--- src/rtl/phy_clk_div_if.sv ---
// Control/status bundle between the PHY clock controller and phy_clk_div.
// The master drives ratio/load/enable; the divider returns ack, active and the divided clock.
interface phy_clk_div_if #(
    parameter int DIV_W = 8
);
    logic [DIV_W-1:0] div_ratio;
    logic             div_load;
    logic             div_en;
    logic             div_ack;
    logic             div_active;
    logic             clk_div_out;

    modport master (
        output div_ratio,
        output div_load,
        output div_en,
        input  div_ack,
        input  div_active,
        input  clk_div_out
    );

    modport slave (
        input  div_ratio,
        input  div_load,
        input  div_en,
        output div_ack,
        output div_active,
        output clk_div_out
    );
endinterface

--- src/rtl/phy_clk_div.sv ---
// Programmable integer clock divider feeding phy_clk_buffer. The divided clock
// comes from a single flop; ratio changes and stops only happen at a period boundary.
module phy_clk_div #(
    parameter int DIV_W = 8
) (
    input  logic         clk_in,
    input  logic         reset_n,
    phy_clk_div_if.slave dif
);

    typedef enum logic {
        IDLE = 1'b0,
        RUN  = 1'b1
    } state_t;

    state_t           state_r,  state_nxt_s;
    logic [DIV_W-1:0] cur_r,    cur_nxt_s;
    logic [DIV_W-1:0] pend_r,   pend_nxt_s;
    logic             pend_v_r, pend_v_nxt_s;
    logic [DIV_W-1:0] cnt_r,    cnt_nxt_s;
    logic             out_r,    out_nxt_s;
    logic             ack_r;
    logic             active_r;
    logic             apply_s;
    logic             boundary_s;
    logic [DIV_W:0]   hi_sum_s;
    logic [DIV_W:0]   hi_s;
    logic [DIV_W:0]   cnt_inc_s;

    // Ratios 0 and 1 cannot produce a clock, so they are promoted to 2 on capture.
    function automatic logic [DIV_W-1:0] clamp_ratio(input logic [DIV_W-1:0] r);
        if (r < DIV_W'(2)) begin
            return DIV_W'(2);
        end else begin
            return r;
        end
    endfunction

    // High-phase length ceil(cur/2) and next count, one bit wider to avoid overflow at the max ratio.
    always_comb begin
        hi_sum_s   = {1'b0, cur_r} + {{DIV_W{1'b0}}, 1'b1};
        hi_s       = {1'b0, hi_sum_s[DIV_W:1]};
        cnt_inc_s  = {1'b0, cnt_r} + {{DIV_W{1'b0}}, 1'b1};
        boundary_s = (cnt_r == (cur_r - DIV_W'(1)));
    end

    // Next-state, counter, ratio bookkeeping and next output level.
    always_comb begin
        state_nxt_s  = state_r;
        cnt_nxt_s    = cnt_r;
        cur_nxt_s    = cur_r;
        pend_nxt_s   = pend_r;
        pend_v_nxt_s = pend_v_r;
        out_nxt_s    = 1'b0;
        apply_s      = 1'b0;

        case (state_r)
            IDLE: begin
                cnt_nxt_s = '0;
                apply_s   = pend_v_r;
                if (dif.div_en) begin
                    state_nxt_s = RUN;
                    out_nxt_s   = 1'b1;
                end else begin
                    state_nxt_s = IDLE;
                    out_nxt_s   = 1'b0;
                end
            end
            RUN: begin
                if (boundary_s) begin
                    cnt_nxt_s = '0;
                    apply_s   = pend_v_r;
                    if (dif.div_en) begin
                        state_nxt_s = RUN;
                        out_nxt_s   = 1'b1;
                    end else begin
                        state_nxt_s = IDLE;
                        out_nxt_s   = 1'b0;
                    end
                end else begin
                    cnt_nxt_s = cnt_inc_s[DIV_W-1:0];
                    out_nxt_s = (cnt_inc_s < hi_s);
                end
            end
            default: begin
                state_nxt_s = IDLE;
                cnt_nxt_s   = '0;
                out_nxt_s   = 1'b0;
            end
        endcase

        if (apply_s) begin
            cur_nxt_s    = pend_r;
            pend_v_nxt_s = 1'b0;
        end else begin
            cur_nxt_s    = cur_nxt_s;
        end

        // A capture on an applying edge refills pend; it waits for the next boundary.
        if (dif.div_load) begin
            pend_nxt_s   = clamp_ratio(dif.div_ratio);
            pend_v_nxt_s = 1'b1;
        end else begin
            pend_nxt_s   = pend_nxt_s;
        end
    end

    // State and output registers.
    always_ff @(posedge clk_in or negedge reset_n) begin
        if (!reset_n) begin
            state_r  <= IDLE;
            cur_r    <= DIV_W'(2);
            pend_r   <= DIV_W'(2);
            pend_v_r <= 1'b0;
            cnt_r    <= '0;
            out_r    <= 1'b0;
            ack_r    <= 1'b0;
            active_r <= 1'b0;
        end else begin
            state_r  <= state_nxt_s;
            cur_r    <= cur_nxt_s;
            pend_r   <= pend_nxt_s;
            pend_v_r <= pend_v_nxt_s;
            cnt_r    <= cnt_nxt_s;
            out_r    <= out_nxt_s;
            ack_r    <= apply_s;
            active_r <= (state_nxt_s == RUN);
        end
    end

    assign dif.clk_div_out = out_r;
    assign dif.div_ack     = ack_r;
    assign dif.div_active  = active_r;

endmodule

--- src/flat_wrapper.sv ---
// flat-port wrapper written by rule: the top's interface ports become plain ports
module phy_clk_div_flat 
#(
    parameter int DIV_W = 8
)
  (clk_in, reset_n, dif_div_ratio, dif_div_load, dif_div_en, dif_div_ack, dif_div_active, dif_clk_div_out);
  phy_clk_div_if #(.DIV_W(DIV_W)) dif_i ();
  input  logic clk_in;
  input  logic reset_n;
  input wire logic [$bits(dif_i.div_ratio)-1:0] dif_div_ratio;
  input wire logic [$bits(dif_i.div_load)-1:0] dif_div_load;
  input wire logic [$bits(dif_i.div_en)-1:0] dif_div_en;
  output wire logic [$bits(dif_i.div_ack)-1:0] dif_div_ack;
  output wire logic [$bits(dif_i.div_active)-1:0] dif_div_active;
  output wire logic [$bits(dif_i.clk_div_out)-1:0] dif_clk_div_out;
  assign dif_i.div_ratio = dif_div_ratio;
  assign dif_i.div_load = dif_div_load;
  assign dif_i.div_en = dif_div_en;
  assign dif_div_ack = dif_i.div_ack;
  assign dif_div_active = dif_i.div_active;
  assign dif_clk_div_out = dif_i.clk_div_out;
  phy_clk_div #(.DIV_W(DIV_W)) u_core (.clk_in(clk_in), .reset_n(reset_n), .dif(dif_i));
endmodule
--- config.mk ---
export PLATFORM = sky130hd
export DESIGN_NAME = phy_clk_div_flat
export DESIGN_NICKNAME = d
export VERILOG_FILES = /design/src/rtl/phy_clk_div_if.sv /design/src/rtl/phy_clk_div.sv /design/src/flat_wrapper.sv
export SDC_FILE = /design/constraint.sdc
export NUM_CORES = 1
export LEC_CHECK = 0
export BUFFER_PORTS_ARGS = -buffer_cell sky130_fd_sc_hd__buf_4
export CAP_MARGIN = 20
export CORE_UTILIZATION = 25
export DETAILED_ROUTE_END_ITERATION = 16
export SLEW_MARGIN = 20
export SYNTH_ARGS = -nofsm -noshare
export SYNTH_HDL_FRONTEND = slang
export SYNTH_SLANG_ARGS = --single-unit
--- constraint.sdc ---
create_clock -name clk_in -period 2.25 [get_ports clk_in]
set_input_delay 0.3375 -clock clk_in [delete_from_list [all_inputs] [get_ports clk_in]]
set_output_delay 0.3375 -clock clk_in [all_outputs]
set_load 0.03 [all_outputs]
---- Word level (Yosys, flattened, before mapping) ----
Cells that the tools add are included.
W data, S select, Z words.
cells by class
  magnitude comparators ................... 2
  equal/unequal tests ..................... 1
  add/subtract/negate cells ............... 3
  $mul .................................... 0
  reduce and logical (&&, ||, !) cells .... 1
  bitwise gates (word level) .............. 1
  divide/modulo/power cells ............... 0
  multiplexer cells ....................... 12
  shift-type cells ........................ 0
operator list
  cell                   count
  $add A8 B1 Y9 const B  2
  $mux W8                2
  $pmux W8 S2            1
  $lt A9 B8 Y1           1
  $eq A8 B8 Y1           1
  $lt A8 B2 Y1 const B   1
  $sub A8 B1 Y8 const B  1
  $mux W1                6
  $pmux W1 S2            3
  $reduce_bool A2 Y1     1
  $not A1 Y1             1
word-level totals
  memory bits (writable) .................. 0
  register bits ........................... 28
  input bits .............................. 12
  memory bits (read-only) ................. 0
  word-level logic and storage cells ...... 27
  latch bits .............................. 0
  memories kept ........................... 0
  output and inout bits ................... 3

---- Longest topological paths before layout ----
  depth after elaboration ................. 6
  depth in mapped cells ................... 10
  depth with buffers taken out ............ 10

---- Worst setup path before layout ----
OpenSTA, ideal clock, no wires.
  path type ............................... flip-flop to flip-flop
  start ................................... register u_core.cur_r[0]
  end ..................................... register u_core.cur_r[2]
  data required time ...................... 2.125 ns
  period minus slack after synthesis ...... 2.453 ns
  cell stages (with the launch flop) ...... 8
  arrival ................................. 2.328 ns
  setup slack ............................. -0.203 ns
  library setup time ...................... 0.125 ns
  path buffers ............................ 1
  path through ............................ dfrtp_1 > buf_2 > or4_1 > a2111oi_2 > nor3_1 > o41ai_4 > nand2_4 > mux2_4
on the way
  longest elaborated chain between the ends .. 4
RTL lines
  element                 RTL line            source
  start, declared         phy_clk_div.sv:17   logic [DIV_W-1:0] cur_r, cur_nxt_s;
  start signal, assigned  phy_clk_div.sv:121  cur_r <= cur_nxt_s;
  $sub A8 B1 Y8           phy_clk_div.sv:44   boundary_s = (cnt_r == (cur_r - DIV_W'(1)));
  $eq A8 B8 Y1            phy_clk_div.sv:44
  $mux W1                 phy_clk_div.sv:70   if (boundary_s) begin
  $pmux W1 S2             phy_clk_div.sv:57   case (state_r)
No other way between the ends.
A chain may end at the register's enable or synchronous reset.

---- Worst setup path in the final report ----
Same ends and word-level chain as after synthesis.

==> out/metrics.yaml <==
sta:
  timing_hold_violations_final: 0
  final_worst_slack_ns: -0.0532
  skew_ns: 0.0103
  setup_viol: 6
  finalWorstPathRequiredPeriod_ns: 2.30
  max_freq_ghz: 0.434
  maxSlewViolCount: 0
  hold-worst-slack_ns: 0.241
  period_share_pct: 102
  tightest_slew_ns: 0.372
  slew_headroom_pct: 75.0
  grt_setup_unrepaired: "true"
drt:
  vias: 1208
  viasPerCell: 4.52
  drt_drc_violations_left: 2
  drt_iter0_markers: 38
  final_antenna_net_count: 0
  detail_route.wl_per_cell_um: 12.9
  firstDrtPassIters: 10
  route.final.wire_length_mm: 3.44
floorplan:
  rows: 29
  die_w_um: 84.1
  die_h_um: 84.1
  start_util_pct: 26.2
  core_area_sq_mm: 0.00642
  fp.dieArea_sq_mm: 0.00707
  pin_count: 15
pwr:
  power_per_cell_area_mw_per_mm2: 439
  p_total_mw: 0.978
  cell_internal_pwr_mw: 0.783
  net_switching_power_figure_mw: 0.195
  worst_voltage_drop_across_the_vdd_grid_mv: 0.277
  combinationalPowerShare_pct: 4.8
  static-leakage-power_nw: 1.03
  power.switching_fraction_pct: 19.9
  clock_share_of_power_pct: 41.5
  sequentialPowerShare_pct: 53.7
yosys:
  post-synth-top-area-cell: "sky130_fd_sc_hd__dfrtp_1"
  syn_warnings: 0
  ys_top_cells_by_area: "sky130_fd_sc_hd__dfrtp_1 (39%), sky130_fd_sc_hd__ha_1 (7.4%), sky130_fd_sc_hd__mux2_4 (6.2%)"
  syn-instance-count: 156
  synth_edf_count: 0
  synth.distinct_cells: 41
  synth_top_flop_cell: "sky130_fd_sc_hd__dfrtp_1"
  synth_area_sq_mm: 0.00169
  postSynthRegisterBits: 28
  synth_sequential_area_ratio_pct: 41.7
  ffs_w_async_s_r_synth_pct: 100
  yosysMostFrequentCell: "sky130_fd_sc_hd__dfrtp_1"
  synthDominantCellAreaShare_pct: 38.6
  synth.top_cells.by_count: "sky130_fd_sc_hd__dfrtp_1 (26), sky130_fd_sc_hd__xnor2_1 (11), sky130_fd_sc_hd__ha_1 (10)"
  synth_nets: 178
  syn_area_per_cell_sq_um: 10.8
grt:
  first_global_vias: 1210
  maximum_number_of_pins_on_one_net_before_global_route_repair: 29
  antenna_found_initial: 0
  global_route.overflow_total: 0
  gr-usage-all-layers_pct: 10.4
  global_route_wire_length_before_repair_mm: 5.86
worst_setup_path:
  critical_path.cell_chain: "inv_4 > ha_4 > or3b_4 > nor2_2 > a32oi_2 > o41ai_4 > buf_6 > nand2_8 > mux2_4"
  cp.arrival_ns: 2.47
  criticalPathCategory: "reg -> reg"
  cp-end-kind: "flip-flop"
  worst_path_dominant_cell_family: "simple AND/OR/NAND/NOR gates"
  start_kind: "flip-flop"
  endpoint_required_time_on_the_critical_path_ns: 2.42
  regToRegSetupSlack_ns: -0.05
  timing.critical_path.fanout_max: 5
  slowest_delay_ns: 0.45
  crit_slowest_cell: "sky130_fd_sc_hd__dfrtp_2"
  worst-path-buf-inv: 2
place:
  placement.io_buffers: 14
  globalplace.congestion: 0.775
  hpwl_mm: 2.50
  pre_cts_slack_ns: -0.0888
flow_run:
  max_cap_violations: 0
clocking:
  cts.path.max_buffers: 2
  clock_sinks: 28
  cts-buffers-inserted: 3
  cts-htree-levels: 1
  clk_root_buffer_cell: "sky130_fd_sc_hd__clkbuf_8"
  cts_tree: "yes"
  clkSlewWorstSetupHoldPaths_ns: 0.10
  clkLatencyLatePin_ns: 0.28
min_path:
  min_path_type: "in -> reg"
finish:
  finish.net_count: 213
  num-fill-cells: 644
  finish.utilization_pct: 34.7
  antenna_cells_inserted: 0
  drive_gt1_share_pct: 39.5
  areaGrowthSynthToFinish_pct: 32.1
run_status:
  violations_in_the_final_reports: "DRC, setup timing"
  run_status: "finished, violations left"
## layer usage
layer,vias to the layer above,GRT usage (%),part of all wire [%]
met5,-,0,0
met3,4,2.57,4.0
met2,25,15.9,46
li1,613,-,-
met4,0,2.66,0.67
met1,566,14.6,49
## path summary, 6_finish.rpt
kind                                   from                      to  cells past startpoint
hold / removal                   dif_div_en          u_core.state_r                      2
max in group asynchronous           reset_n        u_core.pend_r[1]                      2
setup reg to reg            u_core.cur_r[0]         u_core.cur_r[2]                      9
setup / recovery            u_core.cur_r[0]         u_core.cur_r[2]                      9
min in group asynchronous           reset_n  u_core.dif.clk_div_out                      2
hold reg to reg            u_core.pend_r[1]        u_core.pend_r[1]                      2
## per-stage QoR
step / setup TNS, ns / std cells / area (sq um)
global route: -1.22 / 267 / 2230
CTS: -0.277 / 266 / 2160
floorplan: -0.740 / 156 / 1720
finish: -0.286 / 267 / 2230
detailed placement: -0.654 / 256 / 2010
global placement: -0.245 / 256 / 2010
## registers in the layout, summed over array words and instances, names as in the netlist
| signal | count |
|---|---|
| u_core.dif.div_ack | 1 |
| u_core.pend_v_r | 1 |
| u_core.state_r | 1 |
| u_core.dif.clk_div_out | 1 |
| u_core.pend_r | 8 |
| u_core.cur_r | 8 |
| u_core.cnt_r | 8 |
## final cells by class
| class | count | area, sq um | area share, % |
|---|---|---|---|
| inverters | 8 | 32.5 | 1.46 |
| clock inverters | 1 | 30.0 | 1.35 |
| repair buffers | 38 | 299 | 13.4 |
| multi-input cells | 112 | 1020 | 46.0 |
| flip-flops and latches | 28 | 704 | 31.6 |
| well taps | 77 | 96.3 | 4.33 |
| clock buffers | 3 | 41.3 | 1.85 |
## cells by family (layout without fill, tap and decap cells)
group                      after synthesis  count (layout)  share of synthesized area, %
and+or+nand+nor                         49              50                          16.9
muxes                                   14              14                          10.8
DFF                                     28              28                          41.7
AOI/OAI and AO/OA                       18              18                          8.83
xor gates and xnor gates                20              20                          10.4
adders and majority gates               10              10                          7.42
buffers and inverters                   17              50                          3.94
## cells in the final DEF (no fill, tap or decap), types with 2 or more instances in the layout
cell type and instances:
sky130_fd_sc_hd__nor2_1 6, sky130_fd_sc_hd__o21ai_1 2, sky130_fd_sc_hd__mux2_2 6, sky130_fd_sc_hd__or4_1 2
sky130_fd_sc_hd__dfstp_2 2, sky130_fd_sc_hd__ha_1 8, sky130_fd_sc_hd__clkbuf_8 3, sky130_fd_sc_hd__nor4_1 2
sky130_fd_sc_hd__mux2_4 7, sky130_fd_sc_hd__xnor2_1 10, sky130_fd_sc_hd__a21oi_1 2, sky130_fd_sc_hd__nand2b_1 5
sky130_fd_sc_hd__nand2_1 3, sky130_fd_sc_hd__buf_6 3, sky130_fd_sc_hd__nor2b_1 6, sky130_fd_sc_hd__ha_4 2
sky130_fd_sc_hd__inv_1 6, sky130_fd_sc_hd__dfrtp_1 25, sky130_fd_sc_hd__xor2_1 9, sky130_fd_sc_hd__nand3_1 7
sky130_fd_sc_hd__buf_4 34, sky130_fd_sc_hd__o211ai_1 2, sky130_fd_sc_hd__and3_1 4
## worst reg2reg max path, stage by stage (launching register included)
cell	delay (ns)
sky130_fd_sc_hd__dfrtp_2	0.45
sky130_fd_sc_hd__inv_4	0.07
sky130_fd_sc_hd__ha_4	0.13
sky130_fd_sc_hd__or3b_4	0.40
sky130_fd_sc_hd__nor2_2	0.14
sky130_fd_sc_hd__a32oi_2	0.08
sky130_fd_sc_hd__o41ai_4	0.37
sky130_fd_sc_hd__buf_6	0.18
sky130_fd_sc_hd__nand2_8	0.07
sky130_fd_sc_hd__mux2_4	0.31
## power groups by stage
stage / sequential, mW / clock (mW) / combinational, mW
2_1_floorplan: 0.533 / 0 / 0.0190
3_3_place_gp: 0.535 / 0 / 0.0464
3_5_place_dp: 0.535 / 0 / 0.0474
4_1_cts: 0.525 / 0.421 / 0.0491
5_1_grt: 0.527 / 0.436 / 0.0530
6_report: 0.525 / 0.406 / 0.0474
## timing repair
item / in CTS / in global routing
pin swaps: 6 / 9
hold buffers: 1 / 0
gates resized for setup: 5 / 14
setup endpoints to repair: 10 / 11
hold endpoints to repair: 26 / 0
gates cloned: 1 / 0
setup buffers: 4 / 2
Note: power is estimated with default switching activity, not from simulation.
